[src/rtl/detector_stream_ctrl_pkg.sv]
// Shared definitions for the detector stream controller.
//   state_t    : controller FSM states, binary encoded
//   HIT_IDX_W  : width of bit indices (bit counter and last_hit)
package detector_stream_ctrl_pkg;

  typedef enum logic [2:0] {
    S_IDLE  = 3'd0,
    S_CLEAR = 3'd1,
    S_SHIFT = 3'd2,
    S_DRAIN = 3'd3,
    S_DONE  = 3'd4
  } state_t;

  localparam int HIT_IDX_W = 5;

endpackage

[src/rtl/detector_stream_ctrl_stream_shifter.sv]
// Serialiser for the detector stream controller: holds the word, shifts it
// out LSB first and tracks which bit index is currently presented.
//   clock, reset : system clock, async active-high reset
//   load         : capture data_in and restart the bit count
//   shift        : advance one bit (shift right, count up)
//   data_in      : word to serialise
//   bit_out      : current LSB of the shift register
//   bit_idx      : index of the bit currently on bit_out
//   last_bit     : bit_idx is the final bit of the word
module stream_shifter
  import detector_stream_ctrl_pkg::*;
#(
  parameter int WIDTH = 16
) (
  input  logic                 clock,
  input  logic                 reset,
  input  logic                 load,
  input  logic                 shift,
  input  logic [WIDTH-1:0]     data_in,
  output logic                 bit_out,
  output logic [HIT_IDX_W-1:0] bit_idx,
  output logic                 last_bit
);

  logic [WIDTH-1:0]     shreg;
  logic [HIT_IDX_W-1:0] bit_cnt;

  always_ff @(posedge clock or posedge reset) begin
    if (reset) begin
      shreg   <= '0;
      bit_cnt <= '0;
    end else if (load) begin
      shreg   <= data_in;
      bit_cnt <= '0;
    end else if (shift) begin
      shreg   <= shreg >> 1;
      bit_cnt <= bit_cnt + HIT_IDX_W'(1);
    end
  end

  assign bit_out  = shreg[0];
  assign bit_idx  = bit_cnt;
  assign last_bit = (bit_cnt == HIT_IDX_W'(WIDTH - 1));

endmodule

[src/rtl/detector_stream_ctrl.sv]
// Sequencer that clears the four-in-a-row detector, streams a word into it
// LSB first and collects hit statistics from its registered z output.
//   clock, reset     : system clock, async active-high reset
//   start, data_in   : run request and word, accepted only when ready
//   abort            : cancel a run in progress (wins over start in IDLE)
//   det_z            : registered detector output
//   ready / busy     : idle indication and its complement
//   det_clear        : one-cycle detector clear before the first bit
//   det_step, det_w  : detector step enable and serial bit
//   done             : one-cycle pulse after a complete run
//   match_count      : saturating count of z=1 samples in the run
//   last_hit         : bit index whose step produced the latest hit
//   hit_any          : at least one hit in the run
//
// state   | meaning
// S_IDLE  | waiting for start, results of the previous run held
// S_CLEAR | detector clear pulse
// S_SHIFT | one bit stepped into the detector per cycle
// S_DRAIN | sample z produced by the final step
// S_DONE  | done pulse, results final
module detector_stream_ctrl
  import detector_stream_ctrl_pkg::*;
#(
  parameter int WIDTH = 16,
  parameter int CW    = 8
) (
  input  logic                 clock,
  input  logic                 reset,
  input  logic                 start,
  input  logic                 abort,
  input  logic [WIDTH-1:0]     data_in,
  input  logic                 det_z,
  output logic                 ready,
  output logic                 busy,
  output logic                 det_clear,
  output logic                 det_step,
  output logic                 det_w,
  output logic                 done,
  output logic [CW-1:0]        match_count,
  output logic [HIT_IDX_W-1:0] last_hit,
  output logic                 hit_any
);

  state_t               state_q, state_d;
  logic                 abort_run;
  logic                 load;
  logic                 bit_out;
  logic                 last_bit;
  logic [HIT_IDX_W-1:0] bit_idx;
  logic                 z_valid;
  logic [HIT_IDX_W-1:0] z_idx;

  stream_shifter #(.WIDTH(WIDTH)) u_shifter (
    .clock    (clock),
    .reset    (reset),
    .load     (load),
    .shift    (det_step),
    .data_in  (data_in),
    .bit_out  (bit_out),
    .bit_idx  (bit_idx),
    .last_bit (last_bit)
  );

  always_ff @(posedge clock or posedge reset) begin
    if (reset) state_q <= S_IDLE;
    else       state_q <= state_d;
  end

  assign abort_run = abort && (state_q != S_IDLE);

  always_comb begin
    state_d = state_q;
    if (abort_run) begin
      state_d = S_IDLE;
    end else begin
      case (state_q)
        S_IDLE:  if (start && !abort) state_d = S_CLEAR;
        S_CLEAR: state_d = S_SHIFT;
        S_SHIFT: if (last_bit) state_d = S_DRAIN;
        S_DRAIN: state_d = S_DONE;
        S_DONE:  state_d = S_IDLE;
        default: state_d = S_IDLE;
      endcase
    end
  end

  // Abort suppresses every run-phase output in the cycle it is seen.
  always_comb begin
    ready     = (state_q == S_IDLE);
    busy      = (state_q != S_IDLE);
    load      = (state_q == S_IDLE) && start && !abort;
    det_clear = (state_q == S_CLEAR) && !abort_run;
    det_step  = (state_q == S_SHIFT) && !abort_run;
    det_w     = det_step && bit_out;
    done      = (state_q == S_DONE) && !abort_run;
  end

  // z lags det_step by one cycle; the step's bit index travels with it.
  always_ff @(posedge clock or posedge reset) begin
    if (reset) begin
      z_valid     <= 1'b0;
      z_idx       <= '0;
      match_count <= '0;
      last_hit    <= '0;
      hit_any     <= 1'b0;
    end else begin
      z_valid <= det_step;
      z_idx   <= bit_idx;
      if (load) begin
        match_count <= '0;
        last_hit    <= '0;
        hit_any     <= 1'b0;
      end else if (z_valid && det_z && !abort_run) begin
        if (match_count != {CW{1'b1}}) match_count <= match_count + CW'(1);
        last_hit <= z_idx;
        hit_any  <= 1'b1;
      end
    end
  end

endmodule
[config.mk]
export PLATFORM = sky130hd
export DESIGN_NAME = detector_stream_ctrl
export DESIGN_NICKNAME = d
export VERILOG_FILES = /design/src/rtl/detector_stream_ctrl_pkg.sv /design/src/rtl/detector_stream_ctrl_stream_shifter.sv /design/src/rtl/detector_stream_ctrl.sv
export SDC_FILE = /design/constraint.sdc
export NUM_CORES = 1
export LEC_CHECK = 0
export CORE_UTILIZATION = 50
export DETAILED_ROUTE_END_ITERATION = 16
export PLACE_DENSITY = 0.76
export SLEW_MARGIN = 20
export SYNTH_ARGS = -nofsm -noshare
export SYNTH_HDL_FRONTEND = slang
export SYNTH_SLANG_ARGS = --single-unit
[constraint.sdc]
create_clock -name clock -period 2.5 [get_ports clock]
set_input_delay 0.625 -clock clock [delete_from_list [all_inputs] [get_ports clock]]
set_output_delay 0.625 -clock clock [all_outputs]
set_load 0.01 [all_outputs]
After elaboration in Yosys (flattened, before gate mapping) --
Cells that the tools add are included.
Storage, ports and cells: register bits 44, output and inout bits 20, bits in latches 0, word-level logic and storage cells 52, bits in writable memories 0, memory bits (read-only) 0, memories kept 0, input port bits 21
Cells by class: multipliers 0, bitwise operators 0, $lt $le $gt $ge 0, shifts and indexed selects 0, divide/modulo/power cells 0, reductions and logical operators 19, mux-type cells 15, eq/ne operators 8, add/sub/neg operators 2
Operator list (number):
- 16-bit 2-to-1 mux | 2
- 8-bit 2-to-1 mux | 3
- 5-bit 2-to-1 mux | 4
- 3-bit case mux with 4 select lines | 1
- 1-bit logical AND | 10
- 3-bit 2-to-1 mux | 3
- 8-bit by 1-bit adder with 8-bit output (second input constant) | 1
- 8-bit inequality test (second input constant) | 1
- 3-bit by 2-bit == test with 1-bit output (second input constant) | 2
- 2-bit nonzero test | 3
- 5-bit by 1-bit adder with 5-bit output (second input constant) | 1
- 5-bit by 4-bit == test with 1-bit output (second input constant) | 1
- 2-bit AND reduction | 2
- 3-bit by 1-bit == test with 1-bit output (second input constant) | 1
- 3-bit == test (second input constant) | 1
- 3-bit logical NOT | 1
- 3-bit by 1-bit inequality test with 1-bit output (second input constant) | 1
- 3-bit inequality test (second input constant) | 1
- 3-bit nonzero test | 1
- 1-bit logical NOT | 2
- 1-bit 2-to-1 mux | 2

Longest topological paths before layout --
depth in word-level cells 6, depth in mapped cells 6, mapped depth without buffers 5

Modules after synthesis --
Synthesis repeated with hierarchy kept, for this count alone.
Second synthesis, totals: cell total of the unflattened synthesis 185, area total of the unflattened synthesis 2057.0 µm²
By module, submodules not included:
- detector_stream_ctrl | cells an instance 91, area each 1038.5 µm², times used 1
- stream_shifter | cells an instance 94, area each 1018.5 µm², times used 1

Least setup slack after synthesis --
Ideal clock, no wire load.
kind input-to-output, start point input port abort, end point output port det_w, data required time 1.875 ns, stages 4, slack 0.236 ns, path buffers 2, arrival 1.639 ns, path through buf_2 > nor4b_4 > buf_4 > and2_1
On the way: longest elaborated chain between the ends 4
RTL lines:
- start, declared | RTL line detector_stream_ctrl.sv:30 | input logic abort,
- 1-bit logical AND | RTL line detector_stream_ctrl.sv:69 | assign abort_run = abort && (state_q != S_IDLE);
- 1-bit logical NOT | RTL line detector_stream_ctrl.sv:93 | det_step = (state_q == S_SHIFT) && !abort_run;
- 1-bit logical AND | RTL line detector_stream_ctrl.sv:93
- via det_step | RTL line detector_stream_ctrl.sv:36 | output logic det_step,
- 1-bit logical AND | RTL line detector_stream_ctrl.sv:94 | det_w = det_step && bit_out;
- end, declared | RTL line detector_stream_ctrl.sv:37 | output logic det_w,
The timed path passes the listed nets, and every way through them passes these cells.

Final worst setup path --
start point input port abort, end point output port det_step
On the way: longest elaborated chain between the ends 3
RTL lines (RTL line):
- 1-bit logical AND | detector_stream_ctrl.sv:69
- 1-bit logical NOT | detector_stream_ctrl.sv:93
- 1-bit logical AND | detector_stream_ctrl.sv:93
- end, declared | detector_stream_ctrl.sv:36
No other way between the ends.

==> run metrics <==
Worst path max stage delay=~0.6 ns; WL final=3520 um; mux contribution to synthesized area=between 10 and 15%; core area=0.00380 mm^2; Period Utilization, post-route=97.2%; CTS tree=done; placed inst area=0.00246 mm^2; Slowest-stage cell, CP=clkdlybuf4s50_1; asr flop ratio synth=100%; status=finished clean; DP Worst Slack=-0.378 ns; CTS buffer count=5; initial core utilization=53.7%; CP cell instances=dlygate4sd2_1, nor4b_4, clkdlybuf4s50_1; flops & latches, synth=44; die area=0.00434 mm^2; average cell area after synthesis=11.3 um^2; Routed Antenna Nets=0; Pwr per Cell Area=roughly 660 mW/mm^2; first-pass GRT wire length=6140 um; number of synthesized flops with an enable pin=0; Layout area overhead=26.5%; largest net degree at the start of global routing=52; GR Util All Layers=19.1%; initial antenna violation count=0; Die Wd=roughly 66 um; drt first pass iters=4; static leakage=1.08 nW; global placer's final weighted congestion=roughly 0.81; Post-Synth Simple-Gate Area=between 10% and 20%; max_slew headroom=55.0%; vias per inst=5.30; post-route minimum period=2.43 ns; WP buf/inv=2; fin worst setup slack=approximately 0.07 ns; Final Hold Vio Count=0; Synth Net Count=~210; post-synthesis adder-cell area fraction=1.84%; crit path DAT=around 1.8 ns; Longest Clk Path Bufs=2; compound-gate portion of the synthesized area=9.33%; Clock Latency Late Sink=0.30 ns; Slew Limit Fails=0; nets@finish=~250; Setup TNS Final=0 ns; DIE HEIGHT=65.9 um; Site Rows=22; RSZ-0062 raised after global routing=no; antenna cells=0; Post-Syn Area=0.00204 mm^2; hpwl dp=around 2500 um; grt ovf=0; CP required=1.88 ns; Crit Path Max Fanout=3; # setup viols final=0; Clock Skews=0.00522 ns; largest family of logic cells by synthesized area=simple AND/OR/NAND/NOR gates; DRC errors left=0; wire per inst=13.0 um; buffers added on ports=40; Hold-fix buffers, CTS=0; worst-margin pin slew=0.671 ns; DRT iter0 DRCs=71; Final Cell Area=0.00258 mm^2; Setup CP Type=in -> out; CTS H-tree lvls=2; synthesized instance count=181; CTS sink count=44; vias post-DR=1435; hold crit path type=reg -> reg; # IOs=41; post-synth cell types=34; MaxCap Viol Count=0; Synth Warn #=0; CTS clk-pin slew, worst paths=around 0.080 ns; Critical Path End Type=output pin; Max VDD drop=0.000436 V; XOR/XNOR Fraction of Synth Area=2.15%; fmax=411 MHz; prevailing post-synth register cell=dfrtp_1; layout cell share with drive strength beyond 1=9.42%; Startpoint Class=input port; sequential cell area fraction in the yosys report=54.0%; CTS Root Cell=clkbuf_8; vias in the first global route=1405; Crit path max-delay family=buffers and inverters
worst register-to-register path, cell delays in order (launching register included):
cell	delay, ns
dfrtp_2	0.49
nor4b_4	0.38
buf_4	0.16
buf_4	0.31
mux2i_1	0.26
o21ai_0	0.09
final cells by class:
class | count | area [um^2]
inverters | 4 | 15.0
clock buffers | 5 | 68.8
clock inverters | 3 | 42.5
repair buffers | 47 | 473
flip-flops and latches | 44 | 1100
well taps | 48 | 60.1
fillers | 283 | 1220
multi-input cells | 120 | 817
state kept, by name, summed over array words and instances (netlist names):
signal and cells:
last_hit 5, state_q 3, z_valid 1, match_count 8, u_shifter.shreg 16, z_idx 5
hit_any 1, u_shifter.bit_idx 5
cells by family after synthesis:
group,count (synthesis)
AND/OR/NAND/NOR,58
flip-flops,44
AO/OA/AOI/OAI,31
multiplexers,23
buffers and inverters,17
XOR/XNOR,5
adder cells (fa/ha/maj),3
worst paths after layout:
kind                                           start                   to  slack (ns)  cells after the start
worst max-delay path                           abort             det_step        0.07                      3
max in group asynchronous                      reset           state_q[0]        1.34                      3
worst max register to register            state_q[2]   u_shifter.shreg[7]        0.70                      5
worst min-delay path            u_shifter.bit_idx[4]             z_idx[4]        0.41                      0
min in group asynchronous                      reset  u_shifter.shreg[15]        0.64                      2
worst min register to register  u_shifter.bit_idx[4]             z_idx[4]        0.41                      0
synthesized netlist by cell type, types with 2 or more instances:
cell / instances / area (um^2)
and2_1: 2 / 12.5
xor2_1: 3 / 26.3
ha_1: 3 / 37.5
or3_1: 3 / 18.8
nand2_1: 18 / 67.6
or4_1: 2 / 15.0
o31ai_1: 2 / 15.0
nor4b_1: 2 / 17.5
o21ai_1: 2 / 10.0
mux2i_1: 23 / 230
buf_4: 4 / 30.0
buf_6: 5 / 56.3
inv_1: 4 / 15.0
a21oi_1: 6 / 30.0
o21ai_0: 16 / 80.1
xnor2_1: 2 / 17.5
nor2_1: 17 / 63.8
nand4_1: 2 / 12.5
dfrtp_1: 44 / 1100
nand3_1: 4 / 20.0
buf_2: 4 / 20.0
report_power, final:
group	total [mW]	switching (mW)	internal [mW]	leakage, nW
combinational	0.272	0.124	0.148	0.449
sequential	0.883	0.0661	0.817	0.582
clock	0.539	0.243	0.295	0.0541
per-stage QoR:
stage	hold WS [ns]	util [%]	cells	power (mW)
floorplan	0.374	-	181	1.07
global placement	0.390	64.9	262	1.16
detailed placement	0.400	64.9	262	1.17
CTS	0.420	67.9	271	1.72
global route	0.419	67.9	271	1.79
finish	0.410	67.9	271	1.69
per-layer routing:
layer / global-route usage [%] / vias up / part of all wire [%]
met5: 0 / - / 0
met4: 9.78 / 0 / 3.2
met3: 5.69 / 9 / 4.1
met2: 31.5 / 39 / 48
met1: 22.3 / 676 / 45
li1: - / 711 / -
cell usage in the layout, fill, tap and decap left out, types with 2 or more instances in the layout:
master / netlist / routed
a21oi_1: 6 / 6
nand3_1: 4 / 4
and2_1: 2 / 2
inv_1: 4 / 3
o21ai_0: 16 / 16
nand2_1: 18 / 18
mux2i_1: 23 / 23
clkdlybuf4s50_1: 0 / 36
dfrtp_2: 0 / 2
dlygate4sd2_1: 0 / 4
clkbuf_8: 0 / 5
xor2_1: 3 / 3
nor4b_1: 2 / 2
nor2_1: 17 / 17
xnor2_1: 2 / 2
or3_1: 3 / 3
buf_4: 4 / 5
ha_1: 3 / 3
o31ai_1: 2 / 2
o21ai_1: 2 / 2
or4_1: 2 / 2
buf_12: 0 / 2
nand4_1: 2 / 2
dfrtp_1: 44 / 42
repair_timing:
action	in CTS	in global routing
pin swaps	1	0
gates cloned	0	0
buffers inserted	1	0
endpoints found under the setup margin	4	1
gates resized for setup	5	1
(Power assumes the default switching activity.)
==> variant, RTL diff (same flow settings) <==
The 5 states of `state_t` get a one-hot encoding in 5 bits. Comments in the files are not updated.
--- a/src/rtl/detector_stream_ctrl_pkg.sv
+++ b/src/rtl/detector_stream_ctrl_pkg.sv
@@ -5,8 +5,8 @@
 
-  typedef enum logic [2:0] {
-    S_IDLE  = 3'd0,
-    S_CLEAR = 3'd1,
-    S_SHIFT = 3'd2,
-    S_DRAIN = 3'd3,
-    S_DONE  = 3'd4
+  typedef enum logic [4:0] {
+    S_IDLE  = 5'b00001,
+    S_CLEAR = 5'b00010,
+    S_SHIFT = 5'b00100,
+    S_DRAIN = 5'b01000,
+    S_DONE  = 5'b10000
   } state_t;
Check against the original RTL: no difference found for any inputs over 10 cycles, from zero or initial values and one cycle with reset high; not proved beyond that.
==> variant against the unedited design <==
  * Fmax rose by 0.24%
  * Count of clock-buffer cells in the layout did not move
  * Via count is 18% higher
  * Area after synthesis grew 2.9%
  * Core utilization increased by 0.47 points
  * Sequential power is 12% higher
  * Worst setup slack better by 0.0057 ns
  * Power rose by 18%
  * Synthesized cell count is 4.4% higher
  * Routed wire length rose by 26%
  * Cell count is 8.9% higher
  * Cell area rose by 6.8%
  * Sequential cell count rose by 2
  * Largest cell class unchanged
  * Largest power group unchanged
  * Highest routed layer unchanged
==> variant: results (changes against the unedited design) <==
The run finished with clean final reports. Data on the critical path arrives at its endpoint at 1.80 ns. The number of different library cells in the post-synthesis netlist was 42 (was 34); the detailed-route wire length per cell was 15.08 µm (was 12.99 µm).

The run gives 0.006280 ns (was 0.005219 ns) as the final setup skew. The cell type of the slowest stage on the worst timing path is dfrtp_1 (was clkdlybuf4s50_1). The run gives 54.89% (was 53.99%) as the proportion of synthesized chip area in sequential cells. The tools report the cell area reported after detailed placement as 0.002601 mm² (was 0.002464 mm²). The tools report the detailed placement HPWL as 3270 µm (was 2505 µm). The run gives 23.03% (was 19.11%) as the global-route usage over all layers. The root buffer cell was clkbuf_8 (unchanged). The largest net degree at the start of global routing was 19 (was 52). The family with the most delay on the worst path was simple AND/OR/NAND/NOR gates (was buffers and inverters). The fraction of registers with async set/reset came out at 100.0% (unchanged). The tools report the number of synthesis warnings as 0 (unchanged).

The maximum vdd ir drop was 0.4437 mV (was 0.4364 mV); the via count of the first global-routing pass was 1,649 (was 1,405). Top cells by area, synth: dfrtp_1, a22o_1, a21o_1, nand2_1, a21oi_1 (was dfrtp_1, mux2i_1, o21ai_0, nand2_1, nor2_1). The number of diodes added for antenna fixing is 0 (unchanged), and the count of input and output buffers is 40 (unchanged).

The clock slew at the register clock pins of the worst setup and hold paths is 0.09 ns, and the net count after synthesis is 213 (was 205). The final weighted congestion in routability-driven placement is 0.8159 (was 0.8143). The cell leakage power is 1.349 nW (was 1.084 nW), and the maximum fanout encountered on the critical timing path is 5 (was 3). The fill cell total of the finished layout is 307 (was 283), and the insertion delay to the later sink of the worst-skew pair is 0.30 ns (about the same). The depth of the CTS H-tree was 2 (unchanged). The path class of the lowest-slack min-delay path is reg2reg (unchanged). Largest regs: u_shifter.shreg: 16 flops, match_count: 8 flops (unchanged). The number of nets in the layout is 268 (was 246), and the relative max-transition margin is 44.31% (was 54.97%). The via count normalized by instance count was 5.729 (was 5.295); the number of antenna violations at the first check in global routing was 0 (unchanged).

The fraction of final layout cells sized beyond drive strength 1 is 15.92% (was 9.417%). The tools report the first-pass GRT wire length as 7631 µm (was 6141 µm). The run gives 89 (was 71) as the number of violations reported at the end of detailed-routing iteration 0. The tools report the number of CTS-inserted buffers as 5 (unchanged). The delay contributed by the slowest stage of the critical path was 0.47 ns (was 0.60 ns). The tools report the largest buffer count on any clock path as 2 (unchanged). Ranking of synthesized cells by instance count: dfrtp_1, nand2_1, a21o_1, a22o_1, a21oi_1 (was dfrtp_1, mux2i_1, nand2_1). The number of optimization iterations in the first detailed-route pass is 4 (unchanged).
==> variant: routing by layer <==
metal | GRT usage [%] | vias up | wire length, µm
met4 | 6.915 | 0 | 46
li1 | - | 806 | -
met1 | 27.74 | 832 | 1875
met3 | 4.281 | 6 | 165
met5 | 0 | - | 0
met2 | 41.29 | 46 | 2362
==> variant: cell families (layout without fill, tap and decap cells) <==
family,count (synthesis),in the layout,share of synthesized area [%]
and+or+nand+nor,68,68,18.83
buffers and inverters,12,68,3.337
xor gates and xnor gates,2,2,0.8345
AOI/OAI and AO/OA,58,58,20.32
DFF,46,46,54.89
adders and majority gates,3,3,1.788
==> variant: worst reg2reg max path: stages (launching register included) <==
cell and delay (ns):
dfrtp_1 0.47, nor4b_4 0.30, buf_4 0.17, a2bb2oi_2 0.14
or4_4 0.55, a21oi_2 0.15
==> variant: report_power, final <==
part	internal [mW]	switching [mW]	leakage [nW]
Combinational	0.256	0.201	0.680
Sequential	0.895	0.0954	0.610
Clock	0.299	0.249	0.0585
Total	1.45	0.545	1.35
==> variant: metrics by stage <==
step / instances / power [mW] / TNS, ns / utilization, % / worst slack [ns]
global route: 295 / 2.105 / 0 / 68.39 / 0.002245
floorplan: 189 / 1.261 / 0 / - / 0.4720
CTS: 293 / 1.995 / 0 / 67.67 / 0.01496
global placement: 284 / 1.407 / -0.8190 / 64.57 / -0.2865
detailed placement: 284 / 1.440 / -1.060 / 64.57 / -0.3225
finish: 295 / 1.996 / 0 / 68.39 / 0.07489
==> variant: cell type report <==
cell class                 instances  area (µm²)  area share (%)
sequential                        46        1155           41.92
multi-input combinational        131       899.6           32.65
timing repair buffer              55       506.7           18.39
clock buffer                       5       68.82           2.498
tap                               50       62.56           2.271
clock inverter                     3       43.79           1.589
inverter                           5       18.77          0.6812
==> variant: timing repair <==
| action | CTS | global route |
|---|---|---|
| resized for setup | 7 | 6 |
| pin swaps | 1 | 1 |
| setup buffers | 1 | 2 |
| endpoints found under the hold margin | 0 | 0 |
| setup endpoints to repair | 6 | 3 |
| gates cloned | 0 | 0 |
==> variant: path summary, 6_finish.rpt <==
path	startpoint	slack, ns	end	cells after the start
hold reg to reg	u_shifter.bit_idx[4]$_DFFE_PP0P_	0.42	z_idx[4]$_DFF_PP0_	0
setup / recovery	state_q[3]$_DFFE_PP0P_	0.07	ready	5
max in group asynchronous	reset	1.28	state_q[0]$_DFFE_PP1P_	3
min in group asynchronous	reset	0.60	last_hit[0]$_DFFE_PP0P_	2
hold / removal	u_shifter.bit_idx[4]$_DFFE_PP0P_	0.42	z_idx[4]$_DFF_PP0_	0
setup reg to reg	state_q[3]$_DFFE_PP0P_	0.66	match_count[3]$_DFFE_PP0P_	5
